$ cat src/rtl/streebog_stream_feeder.sv
// Packs a 32-bit word stream into padded 512-bit blocks and sequences init/update/final for streebog_hash_top.
// Option STREEBOG_FEEDER_SHORT_ALIGN_EN: right-align the 256-bit digest in hash[255:0] in short mode.
module streebog_stream_feeder (
   input  logic         clock,
   input  logic         reset_n,
   input  logic         start,
   input  logic         start_short_mode,
   input  logic [31:0]  s_data,
   input  logic         s_valid,
   input  logic         s_last,
   input  logic [1:0]   s_bytes,
   output logic         s_ready,
   output logic [511:0] core_block,
   output logic [9:0]   core_block_length,
   output logic         core_init,
   output logic         core_update,
   output logic         core_final,
   output logic         core_short_mode,
   input  logic [511:0] core_digest,
   input  logic         core_digest_valid,
   input  logic         core_ready,
   output logic [511:0] hash,
   output logic         hash_valid,
   output logic         busy
);

   localparam logic [3:0] S_IDLE     = 4'd0;
   localparam logic [3:0] S_INIT     = 4'd1;
   localparam logic [3:0] S_FILL     = 4'd2;
   localparam logic [3:0] S_UPD      = 4'd3;
   localparam logic [3:0] S_UPD_WAIT = 4'd4;
   localparam logic [3:0] S_PAD      = 4'd5;
   localparam logic [3:0] S_FIN      = 4'd6;
   localparam logic [3:0] S_FIN_WAIT = 4'd7;
   localparam logic [3:0] S_RDY_WAIT = 4'd8;

   logic [3:0]        state;
   logic [15:0][31:0] blk;
   logic [63:0][7:0]  blk_b;
   logic [63:0][7:0]  blk_last;
   logic [3:0]        wcnt;
   logic              pad_pending;
   logic              last;
   logic              first;
   logic              handshake;
   logic [2:0]        nb;
   logic [6:0]        base;
   logic [6:0]        nbytes;
   logic [511:0]      hash_cap;

   assign handshake  = s_valid & s_ready;
   assign nb         = (s_bytes == 2'd0) ? 3'd4 : {1'b0, s_bytes};
   assign base       = {1'b0, wcnt, 2'b00};
   assign nbytes     = base + {4'b0, nb};
   assign blk_b      = blk;
   assign core_block = blk;
   assign busy       = (state != S_IDLE);

   // Final block image: message bytes, then the 0x01 marker, zeros above; bytes of s_data past b never leak in.
   always_comb begin
      blk_last = blk_b;
      for (int i = 0; i < 64; i++) begin
         if (7'(i) >= base) begin
            if (7'(i) < nbytes)
               blk_last[i] = s_data[8*(i%4) +: 8];
            else if (7'(i) == nbytes)
               blk_last[i] = 8'h01;
            else
               blk_last[i] = 8'h00;
         end
      end
   end

   always_comb begin
      hash_cap = core_digest;
`ifdef STREEBOG_FEEDER_SHORT_ALIGN_EN
      if (core_short_mode)
         hash_cap = {256'b0, core_digest[511:256]};
`endif
   end

   always_ff @(posedge clock or negedge reset_n) begin
      if (!reset_n) begin
         state             <= S_IDLE;
         blk               <= '0;
         wcnt              <= '0;
         pad_pending       <= 1'b0;
         last              <= 1'b0;
         first             <= 1'b0;
         s_ready           <= 1'b0;
         core_block_length <= '0;
         core_init         <= 1'b0;
         core_update       <= 1'b0;
         core_final        <= 1'b0;
         core_short_mode   <= 1'b0;
         hash              <= '0;
         hash_valid        <= 1'b0;
      end else begin
         core_init   <= 1'b0;
         core_update <= 1'b0;
         core_final  <= 1'b0;
         case (state)
            S_IDLE: begin
               if (start) begin
                  core_short_mode <= start_short_mode;
                  blk             <= '0;
                  wcnt            <= '0;
                  pad_pending     <= 1'b0;
                  last            <= 1'b0;
                  hash_valid      <= 1'b0;
                  core_init       <= 1'b1;
                  state           <= S_INIT;
               end
            end
            S_INIT: begin
               s_ready <= 1'b1;
               state   <= S_FILL;
            end
            S_FILL: begin
               if (handshake) begin
                  wcnt <= wcnt + 4'd1;
                  if (s_last) begin
                     blk         <= blk_last;
                     last        <= 1'b1;
                     s_ready     <= 1'b0;
                     core_update <= 1'b1;
                     state       <= S_UPD;
                     // A message ending exactly on a block boundary needs a separate marker-only block.
                     if (nbytes == 7'd64) begin
                        core_block_length <= 10'd512;
                        pad_pending       <= 1'b1;
                     end else begin
                        core_block_length <= {nbytes, 3'b000};
                     end
                  end else begin
                     blk[wcnt] <= s_data;
                     if (wcnt == 4'd15) begin
                        core_block_length <= 10'd512;
                        pad_pending       <= 1'b0;
                        last              <= 1'b0;
                        s_ready           <= 1'b0;
                        core_update       <= 1'b1;
                        state             <= S_UPD;
                     end
                  end
               end
            end
            S_UPD: begin
               first <= 1'b1;
               state <= S_UPD_WAIT;
            end
            S_UPD_WAIT: begin
               if (first) begin
                  first <= 1'b0;
               end else if (core_ready) begin
                  if (pad_pending) begin
                     state <= S_PAD;
                  end else if (last) begin
                     core_final <= 1'b1;
                     state      <= S_FIN;
                  end else begin
                     blk     <= '0;
                     wcnt    <= '0;
                     s_ready <= 1'b1;
                     state   <= S_FILL;
                  end
               end
            end
            S_PAD: begin
               blk               <= 512'h1;
               core_block_length <= 10'd0;
               pad_pending       <= 1'b0;
               core_update       <= 1'b1;
               state             <= S_UPD;
            end
            S_FIN: begin
               first <= 1'b1;
               state <= S_FIN_WAIT;
            end
            S_FIN_WAIT: begin
               if (first) begin
                  first <= 1'b0;
               end else if (core_digest_valid) begin
                  hash       <= hash_cap;
                  hash_valid <= 1'b1;
                  state      <= S_RDY_WAIT;
               end
            end
            S_RDY_WAIT: begin
               if (core_ready)
                  state <= S_IDLE;
            end
            default: state <= S_IDLE;
         endcase
      end
   end

endmodule

$ cat config.mk
export PLATFORM = sky130hd
export DESIGN_NAME = streebog_stream_feeder
export DESIGN_NICKNAME = d
export VERILOG_FILES = /design/src/rtl/streebog_stream_feeder.sv
export SDC_FILE = /design/constraint.sdc
export NUM_CORES = 2
export LEC_CHECK = 0
export CELL_PAD_IN_SITES_DETAIL_PLACEMENT = 0
export CELL_PAD_IN_SITES_GLOBAL_PLACEMENT = 1
export CORE_AREA = 3 3 628 630
export DETAILED_ROUTE_END_ITERATION = 6
export DIE_AREA = 0 0 631 633
export HOLD_SLACK_MARGIN = 0.1
export PLACE_DENSITY_LB_ADDON = 0.1
export RECOVER_POWER = 50
export SLEW_MARGIN = 30
export SYNTH_ARGS = -nofsm -noshare
export SYNTH_HDL_FRONTEND = slang
export SYNTH_SLANG_ARGS = --single-unit
$ cat constraint.sdc
create_clock -name clock -period 3.1 [get_ports clock]
set_input_delay 0.93 -clock clock [delete_from_list [all_inputs] [get_ports clock]]
set_output_delay 0.93 -clock clock [all_outputs]
set_load 0.01 [all_outputs]
---- Word-level counts from Yosys, hierarchy flattened ----
Cells that the tools add are included.
operators by class
  add/sub/neg operators ................... 2
  order comparisons ....................... 130
  equal/unequal tests ..................... 148
  mux-type cells .......................... 259
  bitwise gates (word level) .............. 2
  reductions and logical operators ........ 88
operators by type and width
  cell                  number
  $mux W512             7
  $pmux W512 S4         1
  $mux W8               128
  $reduce_and A8 Y1     65
  $bwmux W512           1
  $eq A6 B7 Y1 const A  32
  $lt A6 B7 Y1 const A  32
  $ne A3 B3 Y1 const B  66
  $ge A6 B6 Y1 const A  32
  $demux W32 S4         1
  $eq A5 B7 Y1 const A  16
  $lt A5 B7 Y1 const A  16
  $ge A5 B6 Y1 const A  16
  $mux W1               89
  $mux W4               15
  $eq A4 B7 Y1 const A  8
  $lt A4 B7 Y1 const A  8
  $ge A4 B6 Y1 const A  8
  $mux W10              4
  $pmux W4 S9           1
  $mux W32              1
  $eq A3 B7 Y1 const A  4
  $lt A3 B7 Y1 const A  4
  $ge A3 B6 Y1 const A  4
  other kinds (36)      70
word-level totals
  flip-flop bits (word level) ............. 1051
  input port bits ......................... 554
  output and inout port bits .............. 1041
  word-level logic and storage cells ...... 706

---- Depth between registers and ports, before layout ----
  depth in word-level cells ............... 10
  depth in mapped cells ................... 13
  mapped depth without buffers ............ 8

---- Worst setup path after synthesis ----
No wires, ideal clock.
  kind .................................... in2reg
  from .................................... input s_bytes[1]
  to ...................................... register blk (netlist bit core_block[327])
  setup time .............................. 0.121 ns
  arrival time ............................ 3.598 ns
  required time ........................... 2.979 ns
  slack ................................... -0.619 ns
  cell stages on the path ................. 11
  path buffers ............................ 4
  cells stage by stage .................... clkbuf_1 clkbuf_1 nor2_1 ha_1 clkbuf_1 or2_2 clkbuf_1 or3_1 o21bai_1 o22ai_1 a22o_1
on the way
  word-level cells in the longest chain between the ends .. 9
ends and longest elaborated chain
  element                        line  text
  start, declared                11    input logic [1:0] s_bytes,
  $logic_not A2 Y1               52    assign nb = (s_bytes == 2'd0) ? 3'd4 : {1'b0, s_bytes};
  $mux W3 (*)                    52
  $add A6 B3 Y7 (*)              54    assign nbytes = base + {4'b0, nb};
  $lt A6 B7 Y1 (*)               64    if (7'(i) < nbytes)
  $mux W8 (*)                    64
  $mux W8 (*)                    63    if (7'(i) >= base) begin
  $mux W512 (*)                  122   if (s_last) begin
  $mux W512 (*)                  120   if (handshake) begin
  $pmux W512 S4 (*)              102   case (state)
  end signal, assigned           123   blk <= blk_last;
  end signal, assigned by index  136   blk[wcnt] <= s_data;
  end, declared                  38    logic [15:0][31:0] blk;
Every way passes the cells marked *; elsewhere a longest branch is shown, timed or not. The select of a mux whose other input is x is not followed.
A chain may end at the register's enable or synchronous reset.

---- Final worst setup path ----
  from .................................... register hash[339]
  to ...................................... output hash[339]
RTL lines
  element                 line  text
  start, declared         22    output logic [511:0] hash,
  start signal, assigned  184   hash <= hash_cap;
No word-level cell between the ends.

==> results by group <==
Run status
  – Outcome: finished, violations left
  – Failing checks: max-capacitance violations, max-slew violations

Yosys
  – Dominant synthesized flop cell: dfrtp_1
  – Yosys cell types: 88
  – Top cell type's share of synthesized area: 0.549
  – Synth async-reset ratio: 1.00
  – Post-Synth Simple-Gate Area: 0.0529
  – Multiplexer share of the synthesized area: 0.183
  – Syn Area/Cell: 12.0 um^2
  – Largest family of logic cells by synthesized area: multiplexers
  – EDFF count, synth: 0
  – Synth Area in Compound Gates: 0.179
  – Sequential fraction of the synthesis area: 0.549
  – Post-Syn Area: between 40000 and 50000 um^2
  – Synth area leaders: dfrtp_1 (55%), mux2_2 (12%), a22o_1 (7.7%)
  – Yosys warns: 0
  – Synthesized instance count: 3973
  – Biggest area consumer among synthesized cells: dfrtp_1
  – Post-synthesis xor/xnor area fraction: 0.000917
  – Synth Area in Adders: 0.00157
  – Flop and latch count out of synthesis: 1048

STA
  – Pins Over Slew Limit: 29
  – Slew HR: -0.471
  – Final hold viol count: 0
  – Fin crit share: 0.991
  – Final Skew: 0.0538 ns
  – Slew @ Worst Pin: 2.21 ns
  – Final setup vio count: 0
  – Hold Slack: around 0.48 ns
  – Minimum clock period after layout: 3.07 ns
  – Fmax: 0.325 GHz

Die
  – Die width: 631 um
  – Starting Density: 0.123
  – Top Ports: 1595
  – Die H: 633 um
  – Core ar.: 389000 um^2
  – # rows: 229
  – Die ar.: roughly 400000 um^2

Pwr
  – Static Leak: between 30 and 40 nW
  – PwrDens: 938 nW/um^2
  – Maximum VDD drop: 0.446 mV
  – Cell-internal power: 43.2 mW
  – Clock power frac: 0.253
  – Switching pwr: 32.2 mW
  – Sw frac: 0.427
  – Comb power frac: 0.465
  – Sequential share of power: 0.283

Route
  – Wire per inst: 39.5 um
  – Antenna Nets Post-Route: 0
  – Via-to-Cell Ratio: 4.04
  – DRT iter0 DRCs: around 3600
  – Via Count: 45900
  – Drt total wl: 448 mm
  – Drt drc: 0
  – DR pass1 iterations: 7

Critical path
  – Crit path cell chain: clkdlybuf4s50_1
  – Buf/Inv on CP: 1
  – Worst path max stage delay: roughly 0.94 ns
  – Crit-path leading delay family: buffers and inverters
  – Critical path peak fanout: 2
  – CP arrival: 2.14 ns
  – Required @ worst endpoint: 2.17 ns
  – Critical Path End Type: output port
  – Crit start category: flip-flop
  – WS Path Type: flip-flop to output port
  – CP max stage cell: clkdlybuf4s50_1

GRT
  – Largest net degree at the start of global routing: 94
  – Initial antenna violation count: 181
  – GRT Util Overall: 0.216
  – First-pass GRT wire length: about 560 mm
  – Via count of the first global-routing pass: between 40000 and 50000
  – Grt ovf: 0

Clocking
  – TritonCTS clock tree: built
  – H-tree levels: 4
  – CTS root buf: clkbuf_16
  – Cts bufs inserted: 160
  – Clk sinks: around 1000
  – Clock latency on the worst-skew pair: 0.86 ns
  – Clock slew at reported path FFs: around 0.06 ns
  – Max Root-Sink Buffers: 4

Hold path
  – Min-Delay Path Class: flip-flop to flip-flop

Layout
  – Final core utilization: 0.206
  – Area Growth Syn to Fin: 68.2%
  – Layout filler cell count: approximately 42000
  – Fin nets: 6549
  – Share of cells above drive strength 1: 0.247

Place
  – RD Place Congestion: 0.987
  – IO buf count: 1591
  – DPL Wire Length: 370 mm

Job
  – Max-Cap Viols: 1
-- through the flow --
stage	total power [mW]	area, um^2	TNS, ns	worst slack [ns]	std cells
6_report	75.3	80300	0	0.0264	11400
5_1_grt	78.6	80200	-0.000605	-0.000605	11300
4_1_cts	76.7	80600	-0.0555	-0.0555	11300
3_5_place_dp	57.1	75400	-303.07	-0.854	11000
3_3_place_gp	57.1	75400	-318.99	-0.907	11000
2_1_floorplan	31.2	48100	-0.146	-0.0253	3975
-- cell usage after synthesis, types with 27 or more instances --
master    count
a22o_1      419
nand3_1      46
nor2_1      118
buf_2       103
clkbuf_1    222
o21ai_0      98
dfrtp_1    1048
mux2_2      516
a21oi_1     130
mux2i_1     291
nand2_1     255
o21ai_1      27
o22ai_1     290
o211ai_1     28
-- cell usage in the layout (no fill, tap or decap), types with 12 or more instances in the layout --
cell / instances
clkdlybuf4s50_1: 1436
and2_1: 13
a32o_1: 25
diode_2: 48
nand2_1: 246
buf_4: 442
o21ai_1: 15
buf_12: 123
o31ai_1: 13
a21o_1: 17
dfrtp_1: 1040
o21ai_2: 18
o211ai_1: 28
a31oi_1: 12
a22o_1: 419
nand2_2: 12
o22ai_1: 285
o21ai_0: 97
nor2b_1: 16
o221ai_1: 20
clkinv_2: 14
dlygate4sd2_1: 112
mux2_2: 516
nor3_1: 14
inv_1: 13
clkbuf_2: 29
clkbuf_8: 39
nand2b_1: 12
nand3_1: 44
mux2i_1: 291
a21oi_1: 124
clkbuf_1: 73
clkbuf_16: 161
nor2_2: 15
nor2_1: 104
-- sequential cells by signal, summed over array words and instances, names as in the netlist --
name and flops:
pad_pending 1, s_ready 1, core_block 512, core_update 1
hash 512, core_block_length 7, core_final 1, core_short_mode 1
hash_valid 1, wcnt 4, last 1, first 1
state 4, core_init 1
-- power by group through the flow --
stage	Combinational, mW	Clock, mW	Sequential (mW)
6_report	35.0	19.0	21.3
3_5_place_dp	35.7	0	21.4
2_1_floorplan	9.20	0	22.0
5_1_grt	36.7	20.2	21.7
4_1_cts	35.6	19.8	21.2
3_3_place_gp	35.8	0	21.3
-- final timing paths --
check / start / end / slack [ns] / cells past startpoint
worst max-delay path: hash[339] / hash[339] / 0.03 / 1
worst min-delay path: core_block_length[6] / core_block_length[6] / 0.48 / 2
worst max register to register: wcnt[0] / core_block[140] / 0.09 / 10
worst min register to register: core_block_length[6] / core_block_length[6] / 0.48 / 2
max in group asynchronous: reset_n / hash[472] / 0.18 / 4
min in group asynchronous: reset_n / core_block[309] / 1.25 / 2
-- timing repair --
action                                 4_1_cts  5_1_grt
setup buffers                                3        0
hold buffers                                 1        0
resized for setup                          127       16
endpoints found under the hold margin       15        0
pin swaps                                    2        1
setup endpoints to repair                  120       43
-- cells by family (layout without fill, tap and decap cells) --
family,after synthesis,count (layout)
fa+ha+maj,6,6
xor+xnor,5,5
compound gates,1178,1178
flops,1048,1048
buf+inv,378,2510
simple gates,550,550
mux,807,807
other cells,1,51
-- cell type report --
class	instances	area [um^2]	share of cell area
well taps	5197	6500	0.0810
clock inverters	41	559	0.00696
flip-flops and latches	1048	26200	0.327
diodes	48	120	0.00150
clock buffers	239	4710	0.0587
multi-input cells	2549	20400	0.254
inverters	18	67.6	0.000841
repair buffers	2212	21800	0.271
-- metal layers --
layer | global-route usage | up-vias | wire [um]
met5 | 0.00358 | - | 299
met4 | 0.0517 | 16 | 12500
met3 | 0.0739 | 525 | 40800
met2 | 0.336 | 2079 | 199000
met1 | 0.285 | 24100 | 196000
li1 | - | 19100 | -
Power figures use the tool's default switching activity.
